[src/rtl/grid_scanner.sv]
// Row-by-row board scanner that feeds 4-cell slices to the 4x4 window checker.
// It accumulates the checker's win flags and reports them on a start/done handshake.
module grid_scanner #(
  parameter int ROWS       = 6,
  parameter int COLS       = 7,
  parameter int EARLY_EXIT = 0
) (
  input  logic              clk,
  input  logic              rst_n,
  input  logic              start,
  output logic              busy,
  output logic              done,
  output logic              g_win,
  output logic              o_win,
  output logic              rd_en,
  output logic [2:0]        rd_row,
  input  logic [2*COLS-1:0] rd_data,
  output logic [7:0]        sub_data,
  output logic              check_en,
  output logic              sub_rst,
  input  logic              chk_g,
  input  logic              chk_o
);

  localparam int NOFF = COLS - 3;
  localparam int CW   = (NOFF > 1) ? $clog2(NOFF) : 1;
  localparam int NSL  = 1 << CW;
  localparam logic [2:0]    R_LAST = 3'(ROWS - 1);
  localparam logic [CW-1:0] C_LAST = CW'(COLS - 4);

  typedef enum logic [2:0] {
    S_IDLE, S_CLR, S_RD, S_PUSH, S_CHK, S_DONE
  } state_t;

  state_t        state_q, state_d;
  logic [2:0]    r_q, r_d;
  logic [CW-1:0] c_q, c_d;
  logic          g_q, g_d;
  logic          o_q, o_d;
  logic          window_full;
  logic          hit;

  // Slice table padded to a power of two so the offset mux never reads past the row.
  logic [7:0] slice [NSL];

  genvar gi;
  generate
    for (gi = 0; gi < NSL; gi++) begin : g_slice
      if (gi < NOFF) begin : g_real
        assign slice[gi] = rd_data[2*gi +: 8];
      end else begin : g_pad
        assign slice[gi] = 8'h00;
      end
    end
  endgenerate

  // The checker only holds four real rows once row 3 has been shifted in.
  assign window_full = (r_q >= 3'd3);
  assign hit         = window_full & (chk_g | chk_o);

  always_ff @(posedge clk) begin
    if (!rst_n) begin
      state_q <= S_IDLE;
      r_q     <= '0;
      c_q     <= '0;
      g_q     <= 1'b0;
      o_q     <= 1'b0;
    end else begin
      state_q <= state_d;
      r_q     <= r_d;
      c_q     <= c_d;
      g_q     <= g_d;
      o_q     <= o_d;
    end
  end

  always_comb begin
    state_d = state_q;
    case (state_q)
      S_IDLE: if (start) state_d = S_CLR;
      S_CLR:  state_d = S_RD;
      S_RD:   state_d = S_PUSH;
      S_PUSH: state_d = S_CHK;
      S_CHK: begin
        if ((EARLY_EXIT != 0) && hit) state_d = S_DONE;
        else if (r_q < R_LAST)        state_d = S_RD;
        else if (c_q < C_LAST)        state_d = S_CLR;
        else                          state_d = S_DONE;
      end
      S_DONE:  state_d = S_IDLE;
      default: state_d = S_IDLE;
    endcase
  end

  always_comb begin
    r_d = r_q;
    c_d = c_q;
    g_d = g_q;
    o_d = o_q;
    case (state_q)
      S_IDLE: begin
        if (start) begin
          c_d = '0;
          g_d = 1'b0;
          o_d = 1'b0;
        end
      end
      S_CLR: r_d = '0;
      S_CHK: begin
        if (window_full) begin
          g_d = g_q | chk_g;
          o_d = o_q | chk_o;
        end
        if (r_q < R_LAST)      r_d = r_q + 3'd1;
        else if (c_q < C_LAST) c_d = c_q + CW'(1);
      end
      default: ;
    endcase
  end

  always_comb begin
    busy     = 1'b0;
    done     = 1'b0;
    rd_en    = 1'b0;
    check_en = 1'b0;
    sub_rst  = 1'b0;
    sub_data = 8'h00;
    case (state_q)
      S_CLR: begin
        busy    = 1'b1;
        sub_rst = 1'b1;
      end
      S_RD: begin
        busy  = 1'b1;
        rd_en = 1'b1;
      end
      S_PUSH: begin
        busy     = 1'b1;
        check_en = 1'b1;
        sub_data = slice[c_q];
      end
      S_CHK:  busy = 1'b1;
      S_DONE: done = 1'b1;
      default: ;
    endcase
  end

  assign rd_row = r_q;
  assign g_win  = g_q;
  assign o_win  = o_q;

endmodule

[config.mk]
export PLATFORM = sky130hd
export DESIGN_NAME = grid_scanner
export DESIGN_NICKNAME = d
export VERILOG_FILES = /design/src/rtl/grid_scanner.sv
export SDC_FILE = /design/constraint.sdc
export NUM_CORES = 1
export LEC_CHECK = 0
export BUFFER_PORTS_ARGS = -buffer_cell sky130_fd_sc_hd__buf_2
export CAP_MARGIN = 25
export CORE_UTILIZATION = 30
export CTS_BUF_LIST = sky130_fd_sc_hd__clkbuf_4 sky130_fd_sc_hd__clkbuf_8 sky130_fd_sc_hd__clkbuf_16
export CTS_CLUSTER_SIZE = 25
export DETAILED_ROUTE_END_ITERATION = 6
export MAX_ROUTING_LAYER = met4
export SETUP_SLACK_MARGIN = 0.4
export SYNTH_ARGS = -nofsm -noshare
export SYNTH_HDL_FRONTEND = slang
export SYNTH_SLANG_ARGS = --single-unit
[constraint.sdc]
create_clock -name clk -period 2.3 [get_ports clk]
set_input_delay 0.23 -clock clk [delete_from_list [all_inputs] [get_ports clk]]
set_output_delay 0.23 -clock clk [all_outputs]
set_load 0.02 [all_outputs]
Word level (Yosys, flattened, before mapping)
Index checks and enable logic that the tools add are counted.
{ "word_totals": {"register_bits": 10, "inputBits": 19, "out_inout_bits": 18} }
{ "classes": {"add_sub_neg": 2, "magnitude_cmp": 4, "eq_ne": 10, "mux": 24, "bitwise_logic": 3, "reduce_logical": 7} }
{ "op_table": {"columns": ["operator", "n"], "rows": [
  ["8-bit 2-to-1 mux", 3],
  ["8-bit binary-select mux with 2-bit select", 1],
  ["3-bit case mux with 5 select lines", 1],
  ["3-bit 2-to-1 mux", 4],
  ["2-bit inequality test (second input constant)", 5],
  ["1-bit 2-to-1 mux", 8],
  ["3-bit by 2-bit equality test with 1-bit output (second input constant)", 2],
  ["3-bit equality test (second input constant)", 2],
  ["2-bit 2-to-1 mux", 3],
  ["3-bit case mux with 2 select lines", 1],
  ["1-bit case mux with 2 select lines", 2],
  ["2-bit case mux with 2 select lines", 1],
  ["4-bit AND reduction", 1],
  ["2-bit nonzero test", 2],
  ["4-bit OR reduction", 1],
  ["3-bit by 1-bit adder with 3-bit output (second input constant)", 1],
  ["3-bit by 1-bit equality test with 1-bit output (second input constant)", 1],
  ["3-bit by 2-bit greater-or-equal comparator with 1-bit output (second input constant)", 1],
  ["3-bit greater-or-equal comparator (second input constant)", 1],
  ["3-bit zero test", 1],
  ["3-bit < comparator (second input constant)", 1],
  ["2-bit NOT with 3-bit output", 1],
  ["3-bit AND reduction", 1],
  ["2-bit by 1-bit adder with 2-bit output (second input constant)", 1],
  ["other kinds (3)", 4]
]} }

Logic depth before layout (Yosys ltp)
Gate-level depths: netlist (run 1).
{ "depth": {"depth_word": 5, "ltp_mapped": 5, "mapped_depth_nobuf": 5} }

Worst setup path after synthesis (run 1)
Ideal clock, no wire load.
{ "synth_timing": {"path_kind": "register -> register", "from": "register r_q[0] (netlist: rd_row[0])", "to": "register r_q[2] (netlist: rd_row[2])", "arrival_ps": 1503, "t_required_ps": 2230, "path_slack_ps": 727, "stages_incl_launch_ff": 5, "path_buffers": 0, "period_less_slack_ps": 1573, "path_cell_list": "dfxtp_1 ha_1 ha_1 or4_1 a21boi_1"} }
{ "synth_via": {"elab_chain_cells": 3, "word_cells_on_any_way": 6, "classes_between": "add/sub: 1; order compare: 1; eq/ne: 1; mux: 2; reduce/logical: 1"} }
{ "synth_rtl": {"columns": ["element", "line_no", "text"], "rows": [
  ["start: declaration", "36", "logic [2:0] r_q, r_d;"],
  ["start signal: assignment", "70", "r_q <= r_d;"],
  ["3-bit by 1-bit adder with 3-bit output / 3-bit < comparator (equally long branches)", "114", "if (r_q < R_LAST) r_d = r_q + 3'd1;"],
  ["3-bit 2-to-1 mux / 2-bit inequality test (equally long branches)", null, null],
  ["3-bit case mux with 2 select lines / 2-bit AND reduction (equally long branches)", null, null]
]} }
Several ways; a longest one is shown, not always the timed one. The select of a mux whose other input is x is not followed.
A chain may end at the register's enable or synchronous reset.

Final worst setup path (run 1)
{ "layout_timing": {"from": "register c_q[0]", "to": "output port sub_data[4]"} }
{ "layout_via": {"elab_chain_cells": 5} }
{ "layout_rtl": {"columns": ["element", "line_no", "text"], "rows": [
  ["start: declaration", "37", "logic [CW-1:0] c_q, c_d;"],
  ["start signal: assignment", "65", "c_q <= '0;"],
  ["start signal: assignment", "71", "c_q <= c_d;"],
  ["2-bit NOT with 3-bit output (not written as such)", "140", "sub_data = slice[c_q];"],
  ["8-bit binary-select mux with 2-bit select", "140", null],
  ["8-bit 2-to-1 mux (not written as such) (2 in a row)", "140", null],
  ["8-bit 2-to-1 mux", "128", "case (state_q)"],
  ["end: declaration", "18", "output logic [7:0] sub_data,"]
]} }
Every way passes these cells. The select of a mux whose other input is x is not followed.

==> results.cfg, run 1 <==
[status]
status = finished, final reports clean

[synthesis]
synthCells = 90
async_flop_share_pct = 0
synthesis.area_um2 = 852
ys.flop_type = dfxtp_1
synthesis.nets = 112
synth_top_area_cell = dfxtp_1
ys_types = 34
ys_warn_count = 0
syn_avg_cell_area_um2 = 9.47
ys_ff_latch = 10
synth_edf_count = 0
yosysSeqAreaShare_pct = 23.5
synth_top_area_share_pct = 23.5
yosys-top-cells-area = dfxtp_1 23%, mux4_2 21%, nor2b_1 6.6%

[critical_path]
worstSetupStartpointType = flip-flop
rr_worst_depth = 5
crit_path_end_kind = output pin
crit_required_ns = 2.07
crit_fanout = 11
rrSetupSlack_ns = 0.69
worstSetupPathType = reg2out
cp.arrival_ns = 1.51
r2r_start = rd_row[0]
timing.rr.end = g_win

[global_routing]
gr-total-overflow = 0
grt_pass1_wl_um = 3610
use_met2_pct = 21.7
grt_pass1_vias = 768
use_met3_pct = 3.04
antenna_found_initial = 0
grt_start_max_net_pins = 20
met1_usage_pct = 20.6
grtUsageTotal_pct = 15.0
top_usage_layer = met2

[routing]
viasPerCell = 5.45
dr.pass1.iters = 4
wl_um = 2090
via_count = 829
drt_iter0_drc = 32
post-route-drc-count = 0
ant_nets = 0
detail_route.wl_per_cell_um = 13.7

[sta]
rsz0062_at_grt = no
timing.fmax_ghz = 0.574
worst_pin_slew_ns = 0.589
finalSetupTns_ns = 0
skew_ns = 0.00165
hold_viol_final = 0
finalSetupViolations = 0
slew_violations = 0
period_needed_ns = 1.74
slew_headroom_pct = 60.3
post-route-period-util_pct = 75.7

[power]
vdd_drop_max_mv = 0.343
cellLeakagePower_nw = 0.454
switching_share_pct = 27.3
power_per_cell_area_mw_per_mm2 = 365
p_int_mw = 0.282
seqPwrFrac_pct = 47.5
pwr-share-clk_pct = 28.9
combPwrFrac_pct = 23.7
p_switching_mw = 0.106

[clock_tree]
clk_latency_ns = 0.25
cts_buffers = 3
cts-root-buf = clkbuf_4
clock-sinks = 10
clk_pin_slew_worst_paths_ns = 0.06
h-tree-depth = 1
cts_buffer_depth = 2
cts_tree = yes

[cells_and_area]
antenna_cells = 0
final_cells = 152
n_fill_cell = 272
nets = 146
final_common_cell = buf_2
final_layout_size_suffix_gt1_share_pct = 48.4
area.sequential_um2 = 206
multiInputGateArea_um2 = 591
syn_to_final_growth_pct = 24.8
layout_common_cells = 36 x buf_2, 9 x nor2b_1, 8 x mux4_2

[die]
die-area_mm2 = 0.00306
ios = 37
core_area_mm2 = 0.00259
dieHeight_um = 55.3
start_util_pct = 32.9
row_count = 18
die_w_um = 55.3

[hold_path]
min_from = rst_n
hp-class = in2reg
worstHoldEndpoint = g_win
min_path_cells = 2

[placement]
dp_hpwl_um = 1620
portBuffers = 36
placed_cells = 149
gp_congestion = 0.809

[flow_run]
max_cap_viol_count = 0
-- worst max path at each step --
stage	start	to	depth (start not counted)
2_1_floorplan	rd_row[0]	rd_row[2]	4
3_3_place_gp	c_q[0]	sub_data[0]	3
3_5_place_dp	c_q[0]	c_q[1]	4
4_1_cts	c_q[0]	sub_data[5]	3
5_1_grt	c_q[1]	sub_data[1]	3
6_report	c_q[0]	sub_data[4]	3
-- power by group through the flow --
stage | registers (mW) | logic (mW) | clock network, mW
floorplan | 0.186 | 0.0615 | 0
global placement | 0.188 | 0.0895 | 0
detailed placement | 0.189 | 0.0921 | 0
CTS | 0.185 | 0.0926 | 0.117
global route | 0.185 | 0.102 | 0.130
finish | 0.184 | 0.0920 | 0.112
-- state kept, by name (all words and copies together), names as in the netlist --
signal and count:
g_win 1, rd_row 3, o_win 1, state_q 3, c_q 2
-- cells in the mapped netlist (2+ instances only) --
master      n
dfxtp_1    10
o221a_2     2
nor3b_1     3
ha_1        3
nand2_1     6
o22ai_1     4
a21oi_1     3
mux4_2      8
clkbuf_1    2
nand4_1     2
a2111oi_0   3
buf_2       3
nand3_1     2
nor2_1      2
o21ai_0     3
inv_1       7
or3b_2      2
nor2b_1     9
-- final cells by class --
class,count,area share [%]
Sequential cell,10,19.4
Inverter,7,2.47
Multi-Input combinational cell,66,55.5
Timing Repair Buffer,36,16.9
Clock buffer,3,2.12
Tap cell,30,3.53
-- cell families (layout without fill, tap and decap cells) --
logic type | after synthesis | in the layout | synth area share [%]
compound gates | 19 | 19 | 15.9
fa+ha+maj | 3 | 3 | 4.41
xor+xnor | 1 | 1 | 1.03
flops | 10 | 10 | 23.5
buf+inv | 14 | 46 | 7.93
simple gates | 35 | 35 | 26.1
mux | 8 | 8 | 21.1
-- per-layer routing --
metal / vias up / part of all wire (%)
li1: 406 / -
met1: 379 / 47
met2: 42 / 44
met3: 2 / 8.4
met4: 0 / 0.43
met5: - / 0
-- what timing repair did --
| action | 4_1_cts | 5_1_grt |
|---|---|---|
| pin swaps | 0 | 0 |
| gates resized for setup | 3 | 3 |
| hold buffers | 0 | 0 |
| buffers inserted | 0 | 0 |
| gates cloned | 0 | 0 |
| endpoints found under the hold margin | 0 | 0 |
| endpoints found under the setup margin | 9 | 10 |
-- worst max-delay path: stages, from the launching register on --
cell and delay (ns):
dfxtp_4 0.44, mux4_2 0.52, nor2b_1 0.14, buf_2 0.16
-- metrics by stage --
step	worst slack (ns)	cell area, um^2	hold slack, ns	util (%)	total power, mW
6_report	0.558	1060	0.338	41.1	0.388
5_1_grt	0.476	1060	0.343	41.1	0.417
4_1_cts	0.436	1050	0.342	40.7	0.395
3_5_place_dp	0.480	1030	0.513	39.7	0.281
3_3_place_gp	0.567	1030	0.509	39.7	0.278
2_1_floorplan	0.727	852	0.394	-	0.247
(Power assumes the default switching activity.)
==> inputs of run 2 (changes only) <==
clock period = 1.45 ns   (was 2.3 ns; I/O delays follow)
==> results.cfg, run 2 (synthesis gave the netlist of run 1 again) <==
[status]
status = finished, violations left
violations = negative setup slack

[sta]
slew_headroom_pct = 65.8
period_needed_ns = 1.68
post-route-period-util_pct = 116
rsz0062_at_grt = yes
slew_violations = 0
timing.fmax_ghz = 0.596
worst_slack_ns = -0.228
skew_ns = 0.00949
finalSetupViolations = 11
worst_pin_slew_ns = 0.512
hold_viol_final = 0

[power]
seqPwrFrac_pct = 35.0
p_int_mw = 0.553
cellLeakagePower_nw = 0.733
vdd_drop_max_mv = 0.370
pwr-share-clk_pct = 29.8
power_per_cell_area_mw_per_mm2 = 443
combPwrFrac_pct = 35.1
switching_share_pct = 30.2
p_switching_mw = 0.239

[global_routing]
grtUsageTotal_pct = 21.0
grt_pass1_vias = 1064
grt_start_max_net_pins = 13
gr-total-overflow = 0
antenna_found_initial = 0
grt_pass1_wl_um = 5010

[critical_path]
worstSetupPathType = reg2out
worstSetupStartpointType = flip-flop
crit_fanout = 6
crit_path_end_kind = output pin
cp.arrival_ns = 1.53
rrSetupSlack_ns = -0.13
crit_required_ns = 1.31

[cells_and_area]
final_layout_size_suffix_gt1_share_pct = 81.8
stdcell_area_mm2 = 0.00179
final_common_cell = buf_6
layout_common_cells = 33 x buf_6, 20 x buf_2, 17 x buf_4
antenna_cells = 0
syn_to_final_growth_pct = 110
nets = 182
final_cells = 189

[routing]
post-route-drc-count = 0
dr.pass1.iters = 4
detail_route.wl_per_cell_um = 15.7
wl_um = 2970
drt_iter0_drc = 9
ant_nets = 0
via_count = 1003
viasPerCell = 5.31

[placement]
placed_cells = 157
place_area_mm2 = 0.00121
gp_congestion = 0.760
dp_hpwl_um = 1720
detailedPlace.worstSlack_ns = -0.129
portBuffers = 36

[clock_tree]
cts-root-buf = clkbuf_4
cts_buffer_depth = 2
clock-sinks = 10
h-tree-depth = 1
cts_buffers = 3
clk_latency_ns = 0.28
clk_pin_slew_worst_paths_ns = 0.08
cts_hold_buffers = 0
cts_tree = yes

[die]
start_util_pct = 32.9
die_w_um = 55.3
dieHeight_um = 55.3
ios = 37
row_count = 18
die-area_mm2 = 0.00306
core_area_mm2 = 0.00259

[flow_run]
max_cap_viol_count = 0

[hold_path]
hp-class = in2reg
==> run 2: changes by cell type in the layout (fill, tap and decap cells not counted), sizes merged <==
cell	before	now
clkbuf	3	4
buf	36	71
nand3	2	3
==> run 2: stage by stage <==
step	setup TNS, ns	utilization (%)	hold slack [ns]	total power, mW
3_3_place_gp	-0.159	46.7	0.496	0.472
2_1_floorplan	0	-	0.309	0.411
4_1_cts	-1.60	64.4	0.225	0.758
6_report	-1.71	69.1	0.226	0.792
5_1_grt	-2.28	69.1	0.223	0.833
3_5_place_dp	-0.511	46.7	0.506	0.476
==> run 2: power groups by stage <==
stage | registers (mW) | logic [mW] | clock network [mW]
after floorplan | 0.291 | 0.119 | 0
after global placement | 0.291 | 0.181 | 0
after detailed placement | 0.291 | 0.185 | 0
after CTS | 0.277 | 0.248 | 0.234
after global routing | 0.279 | 0.297 | 0.257
final | 0.278 | 0.278 | 0.236
==> run 2: worst paths after layout <==
path	from	end	cells past startpoint
worst max-delay path	c_q[0]	sub_data[3]	4
worst min-delay path	rst_n	o_win	2
worst max register to register	c_q[0]	c_q[0]	5
worst min register to register	g_win	g_win	1
==> run 2: cell type report <==
type                       count  area (um^2)
clock buffer                   4         30.0
fill                         198          801
inverter                       7         31.3
multi-input combinational     67          848
sequential                    10          228
tap                           30         37.5
timing repair buffer          71          614
==> run 2: critical path, stage by stage (launching register included) <==
cell	delay, ns
dfxtp_4	0.38
buf_6	0.12
mux4_2	0.49
nor2b_4	0.14
buf_6	0.13
==> run 2: what timing repair did <==
item / 4_1_cts / 5_1_grt
endpoints found under the setup margin: 23 / 26
buffers inserted: 21 / 6
resized for setup: 73 / 19
pin swaps: 18 / 7
gates cloned: 1 / 0
==> run 2: metal layers <==
layer  wire length, um  GRT usage, %  share of wire, %  vias up
li1                  -             -                 -      482
met1              1260          25.1                43      487
met2              1580          37.0                53       30
met3                93          2.11               3.1        4
met4                29          6.43              0.98        0
met5                 0             -                 0        -
